--- src/rtl/mem_port_arbiter.sv ---
// mem_port_arbiter
// Shares one memory port between the CPU and a DMA requester. An idle-state
// round-robin arbiter picks a requester, the access is held on the port for
// MEM_LATENCY cycles, then a one-cycle acknowledge returns with the read data.
// Every output comes straight from a flop, so no req input reaches an output
// combinationally.

module mem_port_arbiter #(
   parameter int WORD_SIZE   = 16,
   parameter int MEM_LATENCY = 2
) (
   input  logic                 clk,
   input  logic                 reset,
   input  logic                 cpu_req,
   input  logic                 cpu_we,
   input  logic [WORD_SIZE-1:0] cpu_addr,
   input  logic [WORD_SIZE-1:0] cpu_wdata,
   output logic [WORD_SIZE-1:0] cpu_rdata,
   output logic                 cpu_ack,
   input  logic                 dma_req,
   input  logic                 dma_we,
   input  logic [WORD_SIZE-1:0] dma_addr,
   input  logic [WORD_SIZE-1:0] dma_wdata,
   output logic [WORD_SIZE-1:0] dma_rdata,
   output logic                 dma_ack,
   output logic                 mem_read,
   output logic                 mem_write,
   output logic [WORD_SIZE-1:0] mem_addr,
   output logic [WORD_SIZE-1:0] mem_wdata,
   input  logic [WORD_SIZE-1:0] mem_rdata,
   output logic                 busy
);

   typedef enum logic [1:0] {
      S_IDLE   = 2'd0,
      S_ACCESS = 2'd1,
      S_DONE   = 2'd2
   } state_t;

   localparam logic       GNT_CPU  = 1'b0;
   localparam logic       GNT_DMA  = 1'b1;
   // Counter starts at L-1 so that cnt==0 marks the last strobe cycle.
   localparam logic [3:0] CNT_LOAD = 4'(MEM_LATENCY - 1);

   state_t               state_q,       state_d;
   logic [3:0]           cnt_q,         cnt_d;
   logic                 we_q,          we_d;
   logic                 gnt_q,         gnt_d;
   logic                 last_grant_q,  last_grant_d;
   logic [WORD_SIZE-1:0] addr_q,        addr_d;
   logic [WORD_SIZE-1:0] wdata_q,       wdata_d;
   logic [WORD_SIZE-1:0] cpu_rdata_q,   cpu_rdata_d;
   logic [WORD_SIZE-1:0] dma_rdata_q,   dma_rdata_d;
   logic                 cpu_ack_q,     cpu_ack_d;
   logic                 dma_ack_q,     dma_ack_d;
   logic                 mem_read_q,    mem_read_d;
   logic                 mem_write_q,   mem_write_d;
   logic                 busy_q,        busy_d;

   logic                 grant_valid_s;
   logic                 grant_id_s;
   logic                 sel_we_s;
   logic [WORD_SIZE-1:0] sel_addr_s;
   logic [WORD_SIZE-1:0] sel_wdata_s;

   // Round-robin pick: on a tie the requester that did not win last time goes.
   always_comb begin
      grant_valid_s = 1'b0;
      grant_id_s    = GNT_CPU;
      if (cpu_req && dma_req) begin
         grant_valid_s = 1'b1;
         grant_id_s    = (last_grant_q == GNT_DMA) ? GNT_CPU : GNT_DMA;
      end else if (cpu_req) begin
         grant_valid_s = 1'b1;
         grant_id_s    = GNT_CPU;
      end else if (dma_req) begin
         grant_valid_s = 1'b1;
         grant_id_s    = GNT_DMA;
      end else begin
         grant_valid_s = 1'b0;
         grant_id_s    = GNT_CPU;
      end
   end

   // Route the winning requester's command fields to the latch inputs.
   always_comb begin
      if (grant_id_s == GNT_DMA) begin
         sel_we_s    = dma_we;
         sel_addr_s  = dma_addr;
         sel_wdata_s = dma_wdata;
      end else begin
         sel_we_s    = cpu_we;
         sel_addr_s  = cpu_addr;
         sel_wdata_s = cpu_wdata;
      end
   end

   // Next-state and next-output logic; outputs are precomputed for the flops.
   always_comb begin
      state_d      = state_q;
      cnt_d        = cnt_q;
      we_d         = we_q;
      gnt_d        = gnt_q;
      last_grant_d = last_grant_q;
      addr_d       = addr_q;
      wdata_d      = wdata_q;
      cpu_rdata_d  = cpu_rdata_q;
      dma_rdata_d  = dma_rdata_q;
      cpu_ack_d    = 1'b0;
      dma_ack_d    = 1'b0;
      mem_read_d   = 1'b0;
      mem_write_d  = 1'b0;
      busy_d       = 1'b0;

      case (state_q)
         S_IDLE: begin
            if (grant_valid_s) begin
               state_d      = S_ACCESS;
               gnt_d        = grant_id_s;
               last_grant_d = grant_id_s;
               cnt_d        = CNT_LOAD;
               we_d         = sel_we_s;
               addr_d       = sel_addr_s;
               wdata_d      = sel_wdata_s;
               mem_read_d   = ~sel_we_s;
               mem_write_d  = sel_we_s;
               busy_d       = 1'b1;
            end else begin
               state_d = S_IDLE;
            end
         end

         S_ACCESS: begin
            // busy stays high into DONE.
            busy_d = 1'b1;
            if (cnt_q != 4'd0) begin
               cnt_d       = cnt_q - 4'd1;
               mem_read_d  = ~we_q;
               mem_write_d = we_q;
            end else begin
               state_d = S_DONE;
               if (!we_q && (gnt_q == GNT_DMA)) begin
                  dma_rdata_d = mem_rdata;
               end else if (!we_q) begin
                  cpu_rdata_d = mem_rdata;
               end else begin
                  // Writes leave both read-data registers untouched.
                  cpu_rdata_d = cpu_rdata_q;
               end
               if (gnt_q == GNT_DMA) begin
                  dma_ack_d = 1'b1;
               end else begin
                  cpu_ack_d = 1'b1;
               end
            end
         end

         S_DONE: begin
            // Requests are deliberately not sampled here.
            state_d = S_IDLE;
         end

         default: begin
            state_d = S_IDLE;
         end
      endcase
   end

   // State and output registers with synchronous reset.
   always_ff @(posedge clk) begin
      if (reset) begin
         state_q      <= S_IDLE;
         cnt_q        <= 4'd0;
         we_q         <= 1'b0;
         gnt_q        <= GNT_CPU;
         last_grant_q <= GNT_DMA;
         addr_q       <= '0;
         wdata_q      <= '0;
         cpu_rdata_q  <= '0;
         dma_rdata_q  <= '0;
         cpu_ack_q    <= 1'b0;
         dma_ack_q    <= 1'b0;
         mem_read_q   <= 1'b0;
         mem_write_q  <= 1'b0;
         busy_q       <= 1'b0;
      end else begin
         state_q      <= state_d;
         cnt_q        <= cnt_d;
         we_q         <= we_d;
         gnt_q        <= gnt_d;
         last_grant_q <= last_grant_d;
         addr_q       <= addr_d;
         wdata_q      <= wdata_d;
         cpu_rdata_q  <= cpu_rdata_d;
         dma_rdata_q  <= dma_rdata_d;
         cpu_ack_q    <= cpu_ack_d;
         dma_ack_q    <= dma_ack_d;
         mem_read_q   <= mem_read_d;
         mem_write_q  <= mem_write_d;
         busy_q       <= busy_d;
      end
   end

   assign cpu_rdata = cpu_rdata_q;
   assign cpu_ack   = cpu_ack_q;
   assign dma_rdata = dma_rdata_q;
   assign dma_ack   = dma_ack_q;
   assign mem_read  = mem_read_q;
   assign mem_write = mem_write_q;
   assign mem_addr  = addr_q;
   assign mem_wdata = wdata_q;
   assign busy      = busy_q;

endmodule

--- config.mk ---
export PLATFORM = sky130hd
export DESIGN_NAME = mem_port_arbiter
export DESIGN_NICKNAME = d
export VERILOG_FILES = /design/src/rtl/mem_port_arbiter.sv
export SDC_FILE = /design/constraint.sdc
export NUM_CORES = 1
export LEC_CHECK = 0
export CAP_MARGIN = 40
export CORE_ASPECT_RATIO = 0.9
export CORE_MARGIN = 5
export CORE_UTILIZATION = 39
export CTS_BUF_LIST = sky130_fd_sc_hd__clkbuf_4 sky130_fd_sc_hd__clkbuf_8 sky130_fd_sc_hd__clkbuf_16
export DETAILED_ROUTE_END_ITERATION = 7
export GPL_TIMING_DRIVEN = 0
export PLACE_DENSITY_LB_ADDON = 0.12
export REMOVE_ABC_BUFFERS = 1
export SYNTH_ARGS = -nofsm -noshare
export SYNTH_HDL_FRONTEND = slang
export SYNTH_SLANG_ARGS = --single-unit
--- constraint.sdc ---
create_clock -name clk -period 2.1 [get_ports clk]
set_clock_uncertainty 0.1 [all_clocks]
set_input_delay 0.42 -clock clk [delete_from_list [all_inputs] [get_ports clk]]
set_output_delay 0.42 -clock clk [all_outputs]
set_load 0.02 [all_outputs]
* Word-level counts from Yosys, hierarchy flattened
Cells that the tools add are included.
Word-level totals: register bits 78, latch bits 0, bits in writable memories 0, bits in read-only memories 0, output and inout bits 69, logic and storage cells 60, memories kept 0
Operators by class: $add $sub $neg 1, $mul 0, div/mod/pow operators 0, order comparisons 0, eq/ne operators 4, shift operators 0, mux-type cells 25, bitwise gates (word level) 5, reductions and logical operators 11
Operators with widths (count):
- $mux W16 | 2
- $mux W1 | 15
- $mux W4 | 2
- $pmux W4 S2 | 1
- $ne A2 B2 Y1 const B | 3
- $pmux W1 S2 | 3
- $reduce_and A3 Y1 | 2
- $not A1 Y1 | 5
- $pmux W2 S2 | 1
- $reduce_and A4 Y1 | 1
- $reduce_bool A4 Y1 | 1
- $sub A4 B1 Y4 const B | 1
- $reduce_or A3 Y1 | 1
- $eq A2 B1 Y1 const B | 1
- $logic_and A1 B1 Y1 | 2
- $logic_not A2 Y1 | 1
- $mux W2 | 1
- $reduce_and A2 Y1 | 1
- $reduce_bool A2 Y1 | 1
- $logic_not A1 Y1 | 1

* Depth between registers and ports, before layout
word-level depth 7, depth in mapped cells 8

* Worst setup path after synthesis
No wires, ideal clock.
path type register to register, from reg cnt_q[0], to reg cpu_rdata_q[10] (netlist: cpu_rdata[10]), data arrival time 1.678 ns, required time 1.929 ns, path slack 0.252 ns, stages on the path, launching flop included 9, buffers on the path 2, period minus slack after synthesis 1.848 ns, cell sequence dfxtp_1 -> inv_1 -> ha_1 -> or3b_1 -> buf_2 -> nor4_4 -> buf_6 -> nand2_1 -> a21oi_2
Between the ends: word-level cells in the longest chain between the ends 3
RTL lines:
- from (decl) | RTL line 46 | logic [3:0] cnt_q, cnt_d;
- from (signal assigned) | RTL line 188 | cnt_q <= cnt_d;
- $reduce_bool A4 Y1 | RTL line 136 | if (cnt_q != 4'd0) begin
- $not A1 Y1 (no line)
- $reduce_and A4 Y1 (no line)
- to (signal assigned) | RTL line 194 | cpu_rdata_q <= cpu_rdata_d;
- to (decl) | RTL line 52 | logic [WORD_SIZE-1:0] cpu_rdata_q, cpu_rdata_d;
Every way passes these cells. A chain may end at the register's enable or synchronous reset.

* Worst setup path in the final report
from in cpu_req, to reg addr_q[14] (netlist: mem_addr[14])
Between the ends: word-level cells in the longest chain between the ends 3
RTL lines:
- from (decl) | RTL line 14 | input logic cpu_req,
- $mux W1 / $logic_and A1 B1 Y1 (equally long branches) | RTL line 73, 70
- $mux W1 | RTL line 70 | if (cpu_req && dma_req) begin
- $mux W16 / $reduce_and A2 Y1 (equally long branches)
- to (signal assigned) | RTL line 192 | addr_q <= addr_d;
- to (decl) | RTL line 50 | logic [WORD_SIZE-1:0] addr_q, addr_d;
Several ways; a longest one is shown, not always the timed one.

==> results.md <==
- The switching portion of total power is 29.91%.
- Dividing the synthesized area by the synthesized cell count gives 9.718 um2.
- The count of nets after finishing is 553.
- The clock transition at the registers of the reported paths is 0.08 ns.
- The gate count after technology mapping is 309.
- In this run the worst path has a maximum fanout of 20.
- The tool flagged a number of max-cap violations equal to 0.
- The core box area is 7507 um2.
- Subtracting the final worst setup slack from the clock period gives 1.958 ns.
- Derived from the worst setup path, the maximum achievable clock frequency is 510.8 MHz.
- The slew at the pin closest to its max-slew limit is 0.5987 ns.
- The combinational group share of total power is 26.9%.
- The portion of the post-synthesis area used by sequential elements is 52.00%.
- The H-tree was split into 3 levels.
- The share of total power dissipated in sequential elements is 45.5%.
- The HPWL after detailed placement is 6535 um.
- The number of global-route vias before repair is 2,730.
- The switching power is 1.109 mW.
- Summing all flip-flop and latch instances after layout gives 1562 um2.
- In this run, post-CTS hold repair placed 0 buffers.
- The number of distinct standard cells referenced by the synthesized netlist is 32.
- The floorplan step defined a die boundary enclosing 9557 um2.
- The number of endpoints with negative hold slack in the final report is 0.
- The analysis attributes to cell leakage a power of 1.765 nW.
- The repair_antennas step left the layout with diodes totalling 0.
- The floorplan die width is 102.5 um.
- The internal power of the cells totals 2.599 mW.
- The final non-filler cell total is 567.
- The total global-route track usage is 18.21%.
- The tightest hold path in the finished design has a slack of 0.3452 ns.
- The path class of the tightest hold or removal check is input port to flip-flop.
- The fill cell instance count of the final layout is 640.
- Using the TritonRoute via totals, the vias-per-cell ratio works out to 4.899.
- STA classifies the critical path startpoint as an input port.
- The hold-critical path depth is 2.
- The critical path in this run is classified as input port to flip-flop.
- After floorplanning, the core was divided into 30 placement rows.
- The CTS root buffer is clkbuf_8.
- IR analysis of the VDD net gives a maximum drop of 0.4756 mV.
- Clock latency on the worst-skew pair, taken at its later pin, is 0.34 ns.
- The final estimated routing congestion in global placement is 0.7550.
- The number of cells on the worst reg-to-reg path is 4.
- The clock network burns 27.7% of the power.
- Setup repair after global routing left no endpoint under its margin.
- The register-to-register setup slack is 0.19 ns.
- The share of the clock period used by the worst path is 93.23%.
- After layout, the worst setup slack is 0.1421 ns.
- Setup violations remaining at the end of the flow were counted as 0.
- The TritonCTS clock tree is built.
- Detailed routing inserted a total of 2,778 vias.
- The launching point of the worst reg2reg path is state_q[0].
- The power density of the placed cells is 749.4 nW/um2.
- The clock sink count is 78.
- The required time of the critical path is 2.27 ns.
- The hold-critical path endpoint is cpu_rdata[6].
- The remaining number of nets flagged by the antenna check after routing is 0.
- After detailed routing, the average wire length per cell comes to 15.59 um.
- The flow ran to the end, and the final reports show no timing, DRC or antenna violations.
- The worst slew margin relative to its limit is 60.00%.
- The number of antenna violations at the first check in global routing is 0.
- After synthesis the cells add up to 3003 um2.
- The initial standard-cell utilization of the core is 40.00%.
- The number of primary I/O pins is 155.
- The largest net degree at the start of global routing is 32.
- The area taken by multi-input logic gates is 1381 um2.
- The detailed router's first-iteration violation count is 76.
- The register bit total from synthesis is 78.
- The placed cell count is 543.
- The end of the worst register-to-register path is dma_rdata[8].
- The count of warnings emitted by yosys is 0.
- The placement-stage worst setup slack is -0.4606 ns.
- The overall overflow remaining after global route is 0.
- The max-slew violation total from the final report came to 0.
- For this run, design rule violations remaining after detail routing come to 0.
- For this block, the routed nets add up to 8840 um of wire.
- The number of clock buffers inserted by TritonCTS is 9.
- The first-pass GRT wire length is 13,830 um.
- Of the cells placed in the final design, the portion with a size suffix greater than 1 is 10.19%.
- STA classifies the critical path endpoint as a flip-flop.
- The source of the worst hold timing path is reset.
- Measured along the y axis, the die boundary spans 93.25 um.
- The maximum buffer depth of the clock tree is 2.
- STA puts the critical path data arrival time at 2.12 ns.
- The total of buffers placed on input and output ports is 154.
- The first detailed-routing pass ran for 4 iterations.
- From synthesis to final layout, the design area changed by 64.79%.
## synth_stat cells
library cell  number  area [um2]
a21oi_1           25       125.1
clkbuf_1          14       52.55
a21oi_2           10       87.58
o21ai_0            1       5.000
or3_1              1       6.260
nor4_1             1       6.260
nand3b_1           1       7.510
o31a_1             1       8.760
mux2i_1           33       330.3
nor3_2             1       10.01
buf_6              1       11.26
and3_1             1       6.260
nor4_4             1       21.27
a22oi_1            1       7.510
o2bb2ai_1         32       280.3
nor3b_1            2       15.01
nor2b_1            1       6.260
or3b_1             1       8.760
nand3_1            4       20.02
buf_2              6       30.03
nor3_1             7       35.03
nand2b_1           1       6.260
inv_1              2       7.510
a211oi_1           2       15.01
ha_1               1       12.51
a21boi_1           1       7.510
a31oi_1            1       6.260
nand2_1           69       259.0
dfxtp_1           78        1562
xor2_1             2       17.52
and2_1             1       6.260
nor2_1             6       22.52
## metal layers
metal / vias to the layer above / GRT usage (%) / wire (um)
met2: 90 / 30.81 / 4424
li1: 1403 / - / -
met4: 0 / 4.481 / 86
met3: 7 / 4.922 / 649
met5: - / 0 / 0
met1: 1278 / 22.86 / 3680
## cells in the final DEF, fill, tap and decap left out, types with 3 or more instances in the layout
| master | count |
|---|---|
| clkbuf_8 | 10 |
| buf_4 | 8 |
| o2bb2ai_1 | 32 |
| a21oi_2 | 10 |
| nor2_1 | 5 |
| clkdlybuf4s50_1 | 153 |
| a21oi_1 | 25 |
| nand3_1 | 3 |
| dfxtp_1 | 78 |
| nor3_1 | 7 |
| mux2i_1 | 33 |
| nand2_1 | 68 |
## flip-flops by register name, indices dropped and copies added, names as in the netlist
name          count
dma_ack           1
state_q           2
gnt_q             1
we_q              1
busy              1
mem_addr         16
mem_wdata        16
dma_rdata        16
cpu_rdata        16
cpu_ack           1
cnt_q             4
mem_write         1
mem_read          1
last_grant_q      1
## how the worst max path moves through the flow
stage	startpoint	endpoint	slack [ns]	cells past startpoint
2_1_floorplan	dma_req	mem_read	-1.50	4
6_report	cpu_req	mem_addr[14]	0.14	6
3_3_place_gp	dma_req	mem_read	-3.04	5
5_1_grt	cpu_req	mem_wdata[10]	0.004	6
4_1_cts	cnt_q[0]	dma_rdata[8]	0.02	6
3_5_place_dp	cpu_req	mem_addr[7]	-0.46	6
## metrics by stage
stage                     setup TNS (ns)  util [%]  cell area [um2]  power (mW)
after detailed placement          -17.99     62.35             4681       2.685
final                                  0     65.92             4949       3.709
after global routing                   0     65.92             4949       3.884
after CTS                              0     65.27             4900       3.715
after global placement           -113.36     60.88             4571       2.641
after floorplan                   -47.37         -             2909       2.156
## repair_timing
action / CTS / global route
gates resized for setup: 3 / 3
setup endpoints to repair: 56 / 43
buffers inserted: 4 / 4
cloned: 0 / 0
pin swaps: 2 / 0
## cell type report
class / instances / share of cell area (%)
Inverter: 2 / 0.1517
Multi-Input combinational cell: 208 / 27.91
Sequential cell: 78 / 31.56
Tap cell: 96 / 2.427
Clock buffer: 11 / 2.933
Timing Repair Buffer: 167 / 34.31
Clock inverter: 5 / 0.7080
## power by group through the flow
stage / Clock, mW / Sequential [mW] / Combinational (mW)
after global routing: 1.11 / 1.71 / 1.07
after detailed placement: 0 / 1.72 / 0.967
after floorplan: 0 / 1.85 / 0.307
after global placement: 0 / 1.71 / 0.929
final: 1.03 / 1.69 / 0.996
after CTS: 1.04 / 1.68 / 0.987
## worst max-delay path, stage by stage
cell and delay, ns:
clkdlybuf4s50_1 0.48, nor2_1 0.24, nor3_4 0.11, nor2_2 0.48, buf_8 0.26, o2bb2ai_1 0.13
## kinds of logic (layout without fill, tap and decap cells)
| group | Yosys count | in the layout | share of synthesized area, % |
|---|---|---|---|
| AOI/OAI and AO/OA | 74 | 74 | 18.08 |
| xor gates and xnor gates | 2 | 2 | 0.5834 |
| adders and majority gates | 1 | 1 | 0.4166 |
| buffers and inverters | 23 | 185 | 3.375 |
| DFF | 78 | 78 | 52.00 |
| muxes | 33 | 33 | 11.00 |
| and+or+nand+nor | 98 | 98 | 14.54 |
Power figures use the tool's default switching activity.
